===== config.mk =====
export PLATFORM = sky130hd
export DESIGN_NAME = ex_wb_buffer
export DESIGN_NICKNAME = d
export VERILOG_FILES = /design/src/rtl/ex_wb_buffer.sv
export SDC_FILE = /design/constraint.sdc
export NUM_CORES = 1
export LEC_CHECK = 0
export BUFFER_PORTS_ARGS = -buffer_cell sky130_fd_sc_hd__buf_4
export CAP_MARGIN = 20
export CORE_ASPECT_RATIO = 1.4
export CORE_MARGIN = 8
export CORE_UTILIZATION = 40
export DETAILED_ROUTE_END_ITERATION = 8
export HOLD_SLACK_MARGIN = 0.12
export PLACE_DENSITY = 0.73
export REMOVE_ABC_BUFFERS = 1
export SYNTH_ARGS = -nofsm -noshare
export SYNTH_HDL_FRONTEND = slang
export SYNTH_SLANG_ARGS = --single-unit

===== constraint.sdc =====
create_clock -name clk_i -period 2.8 [get_ports clk_i]
set_clock_uncertainty 0.15 [all_clocks]
set_input_delay 0.56 -clock clk_i [delete_from_list [all_inputs] [get_ports clk_i]]
set_output_delay 0.56 -clock clk_i [all_outputs]
set_load 0.01 [all_outputs]

===== src/rtl/ex_wb_buffer.sv =====
// ex_wb_buffer: two-entry elastic buffer between execute and register-file writeback,
// with two combinational forwarding lookup ports over the pending entries.
module ex_wb_buffer #(
    parameter int DATA_WIDTH  = 32,
    parameter int RADDR_WIDTH = 5,
    parameter int DEPTH       = 2
) (
    input  logic                   clk_i,
    input  logic                   rst_i,
    input  logic                   flush_i,
    input  logic                   in_valid_i,
    output logic                   in_ready_o,
    input  logic                   reg_we_i,
    input  logic [RADDR_WIDTH-1:0] reg_waddr_i,
    input  logic [DATA_WIDTH-1:0]  reg_wdata_i,
    output logic                   out_valid_o,
    input  logic                   out_ready_i,
    output logic                   reg_we_o,
    output logic [RADDR_WIDTH-1:0] reg_waddr_o,
    output logic [DATA_WIDTH-1:0]  reg_wdata_o,
    input  logic [RADDR_WIDTH-1:0] fwd_raddr1_i,
    output logic                   fwd_hit1_o,
    output logic [DATA_WIDTH-1:0]  fwd_data1_o,
    input  logic [RADDR_WIDTH-1:0] fwd_raddr2_i,
    output logic                   fwd_hit2_o,
    output logic [DATA_WIDTH-1:0]  fwd_data2_o,
    output logic [1:0]             count_o
);
    logic                   we_q    [DEPTH];
    logic [RADDR_WIDTH-1:0] waddr_q [DEPTH];
    logic [DATA_WIDTH-1:0]  data_q  [DEPTH];
    logic                   wr_ptr_q, wr_ptr_d, rd_ptr_q, rd_ptr_d;
    logic [1:0]             count_q, count_d;
    logic                   push, pop, young, old;

    assign in_ready_o  = count_q != 2'd2;
    assign out_valid_o = count_q != 2'd0;
    assign count_o     = count_q;
    // Youngest entry sits just behind the write pointer; the other slot is only live when full.
    assign young       = ~wr_ptr_q;
    assign old         = wr_ptr_q;

    always_comb begin
        push     = in_valid_i & in_ready_o;
        pop      = out_valid_o & out_ready_i;
        wr_ptr_d = flush_i ? 1'b0 : wr_ptr_q ^ push;
        rd_ptr_d = flush_i ? 1'b0 : rd_ptr_q ^ pop;
        count_d  = flush_i ? 2'd0 : count_q + {1'b0, push} - {1'b0, pop};
    end

    always_ff @(posedge clk_i or negedge rst_i) begin
        if (!rst_i) begin
            wr_ptr_q <= 1'b0;
            rd_ptr_q <= 1'b0;
            count_q  <= 2'd0;
            for (int i = 0; i < DEPTH; i++) begin
                we_q[i]    <= 1'b0;
                waddr_q[i] <= '0;
                data_q[i]  <= '0;
            end
        end else begin
            wr_ptr_q <= wr_ptr_d;
            rd_ptr_q <= rd_ptr_d;
            count_q  <= count_d;
            if (push && !flush_i) begin
                we_q[wr_ptr_q]    <= reg_we_i & (|reg_waddr_i);
                waddr_q[wr_ptr_q] <= reg_waddr_i;
                data_q[wr_ptr_q]  <= reg_wdata_i;
            end
        end
    end

    assign reg_we_o    = out_valid_o & we_q[rd_ptr_q];
    assign reg_waddr_o = out_valid_o ? waddr_q[rd_ptr_q] : '0;
    assign reg_wdata_o = out_valid_o ? data_q[rd_ptr_q] : '0;

    // x0 is stored with we cleared, so an address-0 lookup can never hit.
    function automatic logic [DATA_WIDTH:0] lookup(input logic [RADDR_WIDTH-1:0] a);
        logic hy, ho;
        hy = (count_q != 2'd0) && we_q[young] && (waddr_q[young] == a);
        ho = (count_q == 2'd2) && we_q[old] && (waddr_q[old] == a);
        return hy ? {1'b1, data_q[young]} : ho ? {1'b1, data_q[old]} : '0;
    endfunction

    assign {fwd_hit1_o, fwd_data1_o} = lookup(fwd_raddr1_i);
    assign {fwd_hit2_o, fwd_data2_o} = lookup(fwd_raddr2_i);
endmodule


# Word level (Yosys, flattened, before mapping)
# Index checks and enable logic that the tools add are counted.
# totals
ff_bits,80
in_bits,53
# classes
order_cmp,4
addsub,2
muxes,45
n_bitwise,10
reduce_logical,11
eq_ne,6
# ops
operator,n
$mux W32,11
$mux W33,4
$bwmux W64,1
$mux W5,11
$demux W32 S1,1
$eq A5 B5 Y1,4
$mux W1,12
$bwmux W10,1
$logic_and A1 B1 Y1,8
$ge A2 B2 Y1 const B,3
$not A1 Y2,3
$demux W5 S1,1
$reduce_or A5 Y1,1
$and A1 B1 Y1,4
$add A2 B1 Y2,1
$bwmux W2,1
$eq A2 B2 Y1 const B,1
$lt A2 B1 Y1 const B,1
$mux W2,1
$ne A2 B2 Y1 const B,1
$reduce_bool A2 Y1,1
$sub A2 B1 Y2,1
$xor A1 B1 Y1,2
$demux W1 S1,1
other kinds (2),2

# Logic depth before layout (Yosys ltp)
# depth
ltp_word,8
depth_mapped,9

# Least setup slack after synthesis
# Ideal clock, no wire load.
# synth_timing
path_kind,register to output
startpoint,register wr_ptr_q (netlist: old)
endpoint,output fwd_data1_o[25]
slack_ns,0.052
path_buffers,4
path_stages_with_launch,10
required_ns,2.090
arrival_time_ns,2.038
path_cell_list,dfrtp_1 -> buf_6 -> buf_6 -> mux2i_1 -> or2_2 -> nor2_1 -> buf_2 -> buf_1 -> o2111ai_1 -> a32oi_1
# synth_via
elab_chain_cells,8
# synth_lines
item,line_no,source
start: declaration,32,"logic wr_ptr_q, wr_ptr_d, rd_ptr_q, rd_ptr_d;"
start signal: assignment,62,wr_ptr_q <= wr_ptr_d;
$not A1 Y2 (not written as such) / $not A1 Y1 (equally long branches),"81, 82, 40",
"$mux W5 (not written as such), or another cell as far along (3 in series)",81,ho = (count_q == 2'd2) && we_q[old] && (waddr_q[old] == a);
"$eq A5 B5 Y1, or another cell as far along",81,
"$logic_and A1 B1 Y1, or another cell as far along",81,
$mux W33 / $logic_and A1 B1 Y1 (equally long branches),"82, 80",
$mux W33 (*),82,"return hy ? {1'b1, data_q[young]} : ho ? {1'b1, data_q[old]} : '0;"
end: declaration,23,"output logic [DATA_WIDTH-1:0] fwd_data1_o,"
# Every way passes the cells marked *; elsewhere a longest branch is shown, timed or not. The select of a mux whose other input is x is not followed.

# Worst setup path in the final report
# layout_timing
startpoint,register wr_ptr_q (netlist: old)
endpoint,output fwd_data2_o[10]
# layout_via
elab_chain_cells,8
# layout_lines
item,line_no,source
$not A1 Y2 (not written as such) / $not A1 Y1 (equally long branches),"81, 82, 40",
"$mux W5 (not written as such), or another cell as far along (3 in series)",81,
"$eq A5 B5 Y1, or another cell as far along",81,
"$logic_and A1 B1 Y1, or another cell as far along",81,
$mux W33 / $logic_and A1 B1 Y1 (equally long branches),"82, 80",
$mux W33 (*),82,
end: declaration,26,"output logic [DATA_WIDTH-1:0] fwd_data2_o,"
# Marked as above.

==> reports/summary.txt <==
Synth Area per Inst -> 9.38 sq um
Finished Layout Cells -> 1142
crit share post-route -> 126%
Hold Path Class -> primary input to async pin
maxcap violations -> 0
Crit Path Class -> flip-flop to primary output
Placeable Area -> 0.0172 sq mm
Power Density -> 1050 mW/mm^2
signal arrival time at the worst endpoint -> 2.82 ns
Setup Total Neg Slack -> -40.95 ns
Final Slew Violations -> 0
Max VDD drop -> 0.000564 V
post-DR vias/cell -> 6.71
GP Congestion -> 0.797
ranking of synthesized cells by area -> dfrtp_1, o2111ai_1, mux2_2, a31oi_1, mux2i_1
layout cell share with drive strength beyond 1 -> 47.7%
clock sinks -> 80
register area -> 0.00201 sq mm
Fill cells -> 1474
first-pass iteration count of the detailed router -> 5
post-synthesis cell count -> 742
# diodes -> 0
worst skew pair latency -> 0.33 ns
Adder-Cell Fraction of Synth Area -> 0.360%
worst slew margin relative to its limit -> 52.0%
XOR/XNOR share of the synthesized area -> 3.02%
post-synthesis mux area share -> 19.5%
status -> finished with violations
dpl cell area -> 0.00885 sq mm
post-route ant nets -> 0
RSZ-0062 raised after global routing -> true
CTS max path bufs -> 2
DP HPWL -> 16500 um
r2r endpoint -> data_q[27]
Reg2Reg Depth -> 7
GRT Resource Usage Total -> 22.2%
area leader, netlist -> dfrtp_1
pre-CTS worst setup slack -> -0.298 ns
CTS Hold Bufs -> 0
input/output buffers -> 160
Static Leak -> 3.75 nW
DRC -> 0
Final nets -> 957
DRT iter0 DRCs -> 1009
CTS root buffer -> clkbuf_16
failing checks -> setup timing
Startpoint Class -> flip-flop
vias in the first global route -> 7179
endpoint type of the worst setup path -> primary output
die area -> 0.0219 sq mm
synthesized area -> 0.00696 sq mm
largest net degree at the start of global routing -> 53
Cell variety after synth -> 33
RR Startpoint -> old
initial antenna violation count -> 1
Max H-tree Level -> 3
Die Ht -> 172 um
actual slew at the worst max-slew pin -> 0.720 ns
main combinational cell family by area after synthesis -> compound AO/OA/AOI/OAI gates
Initial Util -> 40.5%
crit path max fanout -> 6
endpoints failing hold -> 0
row cnt -> 57
Multi-input gate area -> 0.00482 sq mm
Final Cell Area -> 0.0100 sq mm
Num CTS Buffers -> 9
WL per Instance -> 23.3 um
Vias -> 7667
Congestion Overflow GR -> 0
Max Freq -> 283 MHz
DIE WIDTH -> 127 um
final worst slack -> -0.728 ns
Layout area overhead -> 44.1%
minimum clock period -> 3.53 ns
Setup Viol. Count Final -> 66
Yosys top cell area share -> 28.8%
sequential fraction of the synthesis area -> 28.8%
global-route wire length before repair -> 39500 um
clk slew on worst S/H paths -> 0.06 ns
CTS tree -> built
complex-gate fraction of the synthesized area -> 32.5%
Syn. warnings -> 0
CP startpoint -> old
dpl cells -> 1105
post-synthesis simple-gate area fraction -> 7.30%
Critical Path RT -> 2.09 ns
io pins -> 161
flop2flop setup slack -> 0.32 ns
Post-Route WL -> 26600 um
commonest non-fill, non-tap cells in the layout -> buf_4, o2111ai_1, a31oi_1
Yosys reg bits -> 80
commonest non-fill, non-tap cell in the layout -> buf_4
## registers in the layout, indices dropped and copies added (netlist names)
name,cells
data_q,64
waddr_q,10
count_o,2
we_q,2
old,1
rd_ptr_q,1
## power breakdown
group | internal, mW | leakage, nW | switching [mW]
Clock | 0.706 | 0.145 | 0.467
Sequential | 1.73 | 0.951 | 0.949
Combinational | 3.23 | 2.65 | 3.49
Total | 5.66 | 3.75 | 4.91
## logic make-up after synthesis
kind of cell | Yosys count
xor gates and xnor gates | 24
adders and majority gates | 2
DFF | 80
and+or+nand+nor | 99
muxes | 125
buffers and inverters | 119
AOI/OAI and AO/OA | 293
## critical path, stage by stage (launching register included)
cell and delay [ns]:
dfrtp_4 0.51, clkbuf_16 0.18, mux2i_4 0.20, xnor2_2 0.16
or4_4 0.57, buf_12 0.17, buf_12 0.13, o2111ai_1 0.23
a22oi_1 0.16, buf_4 0.17
## layout make-up
class / instances / share of cell area (%)
well taps: 236 / 2.95
clock inverters: 4 / 0.449
inverters: 4 / 0.150
multi-input cells: 543 / 48.1
flip-flops and latches: 80 / 20.0
repair buffers: 264 / 25.9
clock buffers: 11 / 2.42
## worst max-delay path by stage
| stage | cells after the start | slack (ns) | endpoint |
|---|---|---|---|
| global placement | 9 | -0.28 | fwd_data2_o[29] |
| global route | 9 | -0.82 | fwd_data2_o[10] |
| finish | 9 | -0.73 | fwd_data2_o[10] |
| CTS | 8 | -0.58 | fwd_data1_o[29] |
| detailed placement | 8 | -0.30 | fwd_data1_o[27] |
| floorplan | 5 | -3.44 | fwd_data2_o[11] |
## cells in the mapped netlist
library cell  instances
nand2b_1              1
dfrtp_1              80
mux2_2               74
o2111ai_1           128
buf_4                 8
or4_4                 2
o21ai_0               2
or3_1                 1
nor2b_1               3
xor2_1                3
a31oi_1              97
buf_1                 7
inv_1                 4
buf_6                14
mux2i_2               3
nand3_1              29
nor3_1                1
nor4_2                2
clkbuf_1             76
ha_1                  2
xnor2_1              21
nor2_1               45
a32oi_1              27
or4_1                 1
o211ai_1              2
and2_1                5
mux2i_1              48
o21ai_1               2
nor4_4                2
nand2_1               6
a22oi_1              35
buf_2                10
or2_2                 1
## layer usage
layer | share of wire (%) | up-vias | global-route usage [%]
met5 | 0.041 | - | 0
met1 | 39 | 3776 | 27.0
met2 | 50 | 408 | 37.0
met3 | 7.3 | 82 | 4.54
li1 | - | 3399 | -
met4 | 4.1 | 2 | 10.7
## metrics by stage
stage                     utilization [%]  total power, mW  hold WS (ns)
after floorplan                         -             5.41         0.114
after global placement               51.5             8.30         0.360
after detailed placement             51.5             8.41         0.383
after CTS                            54.9             9.92         0.147
after global routing                 58.3             11.1         0.167
final                                58.3             10.6         0.119
## timing repair
item / in CTS / in global routing
setup buffers: 4 / 5
cloned: 3 / 10
pin swaps: 18 / 18
resized for setup: 33 / 57
endpoints found under the setup margin: 66 / 66
Power figures use the tool's default switching activity.
